### src/rtl/fp_pkg.sv
// fp_pkg -- shared definitions for the float32 conversion/arithmetic blocks.
//   FP32 field widths and bias, converter FSM state encoding, integer
//   saturation constants and result flag bit positions.
package fp_pkg;
   localparam int FP_EXP_W  = 8;
   localparam int FP_FRAC_W = 23;
   localparam int FP_BIAS   = 127;

   localparam logic [31:0] INT_MAX  = 32'h7FFF_FFFF;
   localparam logic [31:0] INT_MIN  = 32'h8000_0000;
   localparam logic [31:0] UINT_MAX = 32'hFFFF_FFFF;

   localparam int FLAG_NV = 1;   // invalid operation
   localparam int FLAG_NX = 0;   // inexact

   typedef enum logic [1:0] {
      ST_IDLE  = 2'd0,
      ST_SHIFT = 2'd1,
      ST_SIGN  = 2'd2,
      ST_DONE  = 2'd3
   } state_t;
endpackage

### src/rtl/fp32_classify.sv
// fp32_classify -- combinational operand classification for float32.
//   i_a        : float32 operand
//   o_sign     : sign bit
//   o_exp      : biased exponent
//   o_zero     : +/-0
//   o_nan      : any NaN
//   o_inf      : +/-infinity
//   o_under    : |x| < 1 (exponent below bias, includes zero/denormals)
//   o_in_range : 1 <= |x| < 2^31 (fits signed int32 after truncation)
module fp32_classify
   import fp_pkg::*;
(
   input  logic [31:0]         i_a,
   output logic                o_sign,
   output logic [FP_EXP_W-1:0] o_exp,
   output logic                o_zero,
   output logic                o_nan,
   output logic                o_inf,
   output logic                o_under,
   output logic                o_in_range
);
   logic [FP_FRAC_W-1:0] w_frac;
   logic                 w_exp_max;

   assign o_sign     = i_a[31];
   assign o_exp      = i_a[30:23];
   assign w_frac     = i_a[22:0];
   assign w_exp_max  = (o_exp == 8'hFF);
   assign o_zero     = (o_exp == 8'd0) && (w_frac == '0);
   assign o_nan      = w_exp_max && (w_frac != '0);
   assign o_inf      = w_exp_max && (w_frac == '0);
   assign o_under    = (o_exp < 8'(FP_BIAS));
   assign o_in_range = (o_exp >= 8'(FP_BIAS)) && (o_exp <= 8'(FP_BIAS + 30));
endmodule

### src/rtl/fp_to_int.sv
// fp_to_int -- multi-cycle float32 -> int32 conversion, round toward zero.
//   i_clk, i_rst      : clock, async active-high reset
//   i_unsigned        : uint32 mode, only with FP_CVT_UNSIGNED_EN defined
//   i_valid / o_ready : operand handshake (accept when both high)
//   i_a               : float32 operand
//   o_valid / i_ready : result handshake
//   o_result          : int32 (or uint32) result
//   o_flags           : [1]=NV invalid, [0]=NX inexact
// The mantissa is shifted at most 4 bits per cycle toward the binary point;
// out-of-range, NaN and |x|<1 operands are resolved at accept.
module fp_to_int
   import fp_pkg::*;
(
   input  logic        i_clk,
   input  logic        i_rst,
`ifdef FP_CVT_UNSIGNED_EN
   input  logic        i_unsigned,
`endif
   input  logic        i_valid,
   output logic        o_ready,
   input  logic [31:0] i_a,
   output logic        o_valid,
   input  logic        i_ready,
   output logic [31:0] o_result,
   output logic [1:0]  o_flags
);
   state_t      r_state;
   logic [31:0] r_mag, r_result;
   logic [7:0]  r_cnt;
   logic [1:0]  r_flags;
   logic        r_dir_left, r_sign, r_uns, r_sticky, r_valid, r_ready;

   logic        w_sign, w_zero, w_nan, w_inf, w_under, w_in_range, w_uns;
   logic        w_norm, w_accept, w_lost;
   logic [7:0]  w_exp, w_cnt_ld, w_cnt_nxt;
   logic [2:0]  w_step;
   logic [31:0] w_sp_result;
   logic [1:0]  w_sp_flags;

`ifdef FP_CVT_UNSIGNED_EN
   assign w_uns = i_unsigned;
`else
   assign w_uns = 1'b0;
`endif

   fp32_classify u_cls (
      .i_a        (i_a),
      .o_sign     (w_sign),
      .o_exp      (w_exp),
      .o_zero     (w_zero),
      .o_nan      (w_nan),
      .o_inf      (w_inf),
      .o_under    (w_under),
      .o_in_range (w_in_range)
   );

   assign w_accept = i_valid && r_ready;
   // Unsigned mode gains one extra exponent (2^31..2^32) but rejects negatives.
   assign w_norm   = w_uns ? (!w_sign && (w_in_range || w_exp == 8'd158)) : w_in_range;
   // Integer point sits 150 exponents above 1.0 in the 24-bit mantissa.
   assign w_cnt_ld = (w_exp > 8'd150) ? (w_exp - 8'd150) : (8'd150 - w_exp);

   assign w_step    = (r_cnt > 8'd4) ? 3'd4 : r_cnt[2:0];
   assign w_cnt_nxt = r_cnt - {5'd0, w_step};
   assign w_lost    = |(r_mag & ((32'd1 << w_step) - 32'd1));

   always_comb begin
      w_sp_result = 32'd0;
      w_sp_flags  = 2'b00;
      if (w_nan) begin
         w_sp_result          = w_uns ? UINT_MAX : INT_MAX;
         w_sp_flags[FLAG_NV]  = 1'b1;
      end else if (w_under) begin
         w_sp_flags[FLAG_NX]  = !w_zero;
      end else if (w_inf || !w_norm) begin
         if (w_uns) w_sp_result = w_sign ? 32'd0 : UINT_MAX;
         else       w_sp_result = w_sign ? INT_MIN : INT_MAX;
         w_sp_flags[FLAG_NV]  = 1'b1;
      end
   end

   always_ff @(posedge i_clk or posedge i_rst) begin
      if (i_rst) begin
         r_state    <= ST_IDLE;
         r_valid    <= 1'b0;
         r_ready    <= 1'b0;
         r_result   <= 32'd0;
         r_flags    <= 2'b00;
         r_cnt      <= 8'd0;
         r_mag      <= 32'd0;
         r_sticky   <= 1'b0;
         r_sign     <= 1'b0;
         r_uns      <= 1'b0;
         r_dir_left <= 1'b0;
      end else begin
         case (r_state)
            ST_IDLE: begin
               if (w_accept) begin
                  r_ready    <= 1'b0;
                  r_sign     <= w_sign;
                  r_uns      <= w_uns;
                  r_mag      <= {8'd0, 1'b1, i_a[22:0]};
                  r_dir_left <= (w_exp > 8'd150);
                  r_cnt      <= w_cnt_ld;
                  r_sticky   <= 1'b0;
                  if (w_norm) begin
                     r_state <= (w_cnt_ld == 8'd0) ? ST_SIGN : ST_SHIFT;
                  end else begin
                     r_state  <= ST_DONE;
                     r_valid  <= 1'b1;
                     r_result <= w_sp_result;
                     r_flags  <= w_sp_flags;
                  end
               end else begin
                  r_ready <= 1'b1;
               end
            end
            ST_SHIFT: begin
               if (r_dir_left) begin
                  r_mag <= r_mag << w_step;
               end else begin
                  r_mag    <= r_mag >> w_step;
                  r_sticky <= r_sticky | w_lost;
               end
               r_cnt <= w_cnt_nxt;
               if (w_cnt_nxt == 8'd0) r_state <= ST_SIGN;
            end
            ST_SIGN: begin
               r_result <= (r_sign && !r_uns) ? (~r_mag + 32'd1) : r_mag;
               r_flags  <= {1'b0, r_sticky};
               r_valid  <= 1'b1;
               r_state  <= ST_DONE;
            end
            ST_DONE: begin
               // Ready returns only after the handoff edge, so no overlap.
               if (i_ready) begin
                  r_valid <= 1'b0;
                  r_ready <= 1'b1;
                  r_state <= ST_IDLE;
               end
            end
            default: r_state <= ST_IDLE;
         endcase
      end
   end

   assign o_ready  = r_ready;
   assign o_valid  = r_valid;
   assign o_result = r_result;
   assign o_flags  = r_flags;
endmodule

### config.mk
export PLATFORM = sky130hd
export DESIGN_NAME = fp_to_int
export DESIGN_NICKNAME = d
export VERILOG_FILES = /design/src/rtl/fp_pkg.sv /design/src/rtl/fp32_classify.sv /design/src/rtl/fp_to_int.sv
export SDC_FILE = /design/constraint.sdc
export NUM_CORES = 1
export LEC_CHECK = 0
export ABC_AREA = 1
export CORE_MARGIN = 2
export CORE_UTILIZATION = 53
export DETAILED_ROUTE_END_ITERATION = 10
export GPL_TIMING_DRIVEN = 0
export PLACE_DENSITY = 0.78
export SYNTH_ARGS = -nofsm -noshare
export SYNTH_HDL_FRONTEND = slang
export SYNTH_SLANG_ARGS = --single-unit
export TNS_END_PERCENT = 30
### constraint.sdc
create_clock -name i_clk -period 2.4 [get_ports i_clk]
set_input_delay 0.48 -clock i_clk [delete_from_list [all_inputs] [get_ports i_clk]]
set_output_delay 0.48 -clock i_clk [all_outputs]
set_load 0.02 [all_outputs]
==> results.cfg <==
[run_status]
status = complete, no violations

[global_routing]
grt_pass1_vias = 8604
met3_usage = 0.0926
grt_pass1_wl_um = 43400
grt.busiest_layer = met2
antenna_found_initial = 0
grtUsageTotal = 0.380
grt_overflow = 0
grt_max_degree = 42
use_met2 = 0.599
use_met1 = 0.470

[cts]
cts.sinks = 81
clockRootBuffer = clkbuf_16
htreeDepth = 3
clk_latency_ps = 360
clkTransAtPathRegs_ps = 70
clk_path_buf_depth = 2
cts_buffers = 9
ctsHoldBuffers = 0
cts_tree = yes

[cells_and_area]
multi_input_area_mm2 = 0.00473
drive_gt1_frac = 0.0716
area_growth_pct = 19.6
fin_nets = 1386
regArea_mm2 = 0.00203
final_area_mm2 = 0.00875
n_fill_cell = 1304
antennaDiodeCount = 0

[sta]
max_freq_mhz = 433
worstMarginPinSlew_ps = 686
hold_viol = 0
slew_headroom = 0.543
rsz0062_at_grt = no
finalClockSkew_ps = 8.90
period_minus_slack_ps = 2310
fin_crit_sh = 0.963
timing.final.ws_setup_ps = 89.7
drv_slew = 0
setup_viol = 0

[yosys]
syn-cell-area_mm2 = 0.00732
ys.flop_type = dfrtp_1
async_reset_ff_frac = 1.00
synth-seq-area-share = 0.277
synth_top_area_share = 0.277
synth_commonest_cells = nand2_1, nand3_1, nor2_1, a21oi_1, inv_1
ys.warnings.count = 0
synth_area_per_cell_um2 = 5.86
synth_cells = 1248
synth_area_leader_cell = dfrtp_1
synth_edf_count = 0
ys_seq_elements = 81
yosys.cell_types.count = 40
synth_most_common_cell = nand2_1
synth_area_leaders = dfrtp_1, nand2_1, nand3_1

[placed_design]
place_ws_ps = -444
place_area_mm2 = 0.00828
io_buffers = 69
place_congestion = 1.05
dp_hpwl_um = 21100

[power]
seq_power_share = 0.242
switchingPower_uw = 6440
p_clk_frac = 0.125
pwr-share-comb = 0.633
power.internal_uw = 5570
peakVddDrop_mv = 0.793
power_uw = 12000
pwr_density_cell_mw_per_mm2 = 1370
p_sw_frac = 0.536
leakage_uw = 0.00410

[critical_path]
arrival_ps = 2550
cp.required_ps = 2640
end_kind = flop
r2r_slack_ps = 90
crit_type = flop to flop
startpoint_type = flop
cp_max_fo = 10

[hold_path]
worstHoldPathType = input pin to asynchronous set/reset pin

[route]
drc = 0
via_per_inst = 6.10
ant_nets = 0
drt_wl_total_um = 27800
wl_per_cell_um = 18.3
vias = 9250
firstDrtPassIters = 7
drtIter0Drc = 1345

[floorplan]
die_h_um = 121
rows = 42
initial_core_util = 0.548
die_area_mm2 = 0.0148
die_w_um = 121
core-area_mm2 = 0.0133
io_pins = 72

[run]
drv_cap = 0
-- worst paths after layout --
path,from,endpoint,cells past startpoint
setup / recovery,r_cnt[3]$_DFFE_PP0P_,r_mag[7]$_DFFE_PP0P_,10
hold / removal,i_rst,o_result[2]$_DFFE_PP0P_,2
setup reg to reg,r_cnt[3]$_DFFE_PP0P_,r_mag[7]$_DFFE_PP0P_,10
hold reg to reg,o_flags[1]$_DFFE_PP0P_,o_flags[1]$_DFFE_PP0P_,2
max in group asynchronous,i_rst,r_cnt[3]$_DFFE_PP0P_,3
min in group i_clk,o_flags[1]$_DFFE_PP0P_,o_flags[1]$_DFFE_PP0P_,2
-- critical path: stages, from the launching register on --
cell and delay [ps]:
dfrtp_2 440, nor2_2 170, nand3_4 120, buf_4 180, nor2_4 170, buf_1 510
nand3_1 210, nand3_1 110, nand3_1 100, nor2_1 130, nor2_1 50
-- state kept, by name (all words and copies together) (netlist names) --
signal and cells:
o_result 32, r_sticky 1, r_dir_left 1, o_flags 2, r_state 2, o_ready 1, r_cnt 8, r_mag 32
r_sign 1, o_valid 1
-- stage by stage --
step                hold WS (ps)   util  setup TNS (ps)  cells
finish                       370  0.656               0   1517
global route                 372  0.656               0   1517
CTS                          368  0.647               0   1515
detailed placement           472  0.620          -19160   1496
global placement             474  0.617          -17690   1494
floorplan                    466      -               0   1249
-- cell usage in the layout, fill, tap and decap left out, types with 6 or more instances in the layout --
cell type,count
ha_1,13
inv_1,85
buf_2,18
nand4_1,9
clkbuf_16,9
a21oi_1,95
clkbuf_4,7
nand2_1,360
nor2_1,166
inv_2,7
buf_4,9
o21ai_1,32
clkdlybuf4s50_1,67
clkbuf_2,6
clkbuf_1,19
dfrtp_1,79
nor2_4,6
o211ai_1,10
nand3_1,208
o21ai_0,63
-- power by group through the flow --
stage	logic (uW)	clock network, uW	registers, uW
after floorplan	4600	0	3000
after detailed placement	7210	0	2870
after global placement	7130	0	2850
after CTS	7300	1520	2860
final	7610	1500	2900
after global routing	8370	1560	2970
-- kinds of logic after synthesis --
kind of cell / after synthesis / share of synthesized area
xor gates and xnor gates: 4 / 0.00479
and+or+nand+nor: 772 / 0.445
AOI/OAI and AO/OA: 220 / 0.159
buffers and inverters: 154 / 0.0872
muxes: 1 / 0.00137
other: 2 / 0.00103
adders and majority gates: 14 / 0.0239
DFF: 81 / 0.277
-- repair_timing --
item,4_1_cts,5_1_grt
buffers inserted,3,3
resized for setup,10,38
pin swaps,2,3
endpoints found under the setup margin,66,73
-- area by class of cell --
class / count / area share
Inverter: 95 / 0.0415
Multi-Input combinational cell: 1014 / 0.541
Sequential cell: 81 / 0.232
Clock buffer: 10 / 0.0273
Buffer: 58 / 0.0353
Timing Repair Buffer: 77 / 0.0892
Clock inverter: 6 / 0.00858
Tap cell: 176 / 0.0252
-- metal layers --
metal,vias up,routed length (um)
met1,4144,10500
met5,-,0
li1,4314,-
met2,623,12300
met4,0,1900
met3,169,3050
No activity file was read; power rests on OpenSTA's default activity.
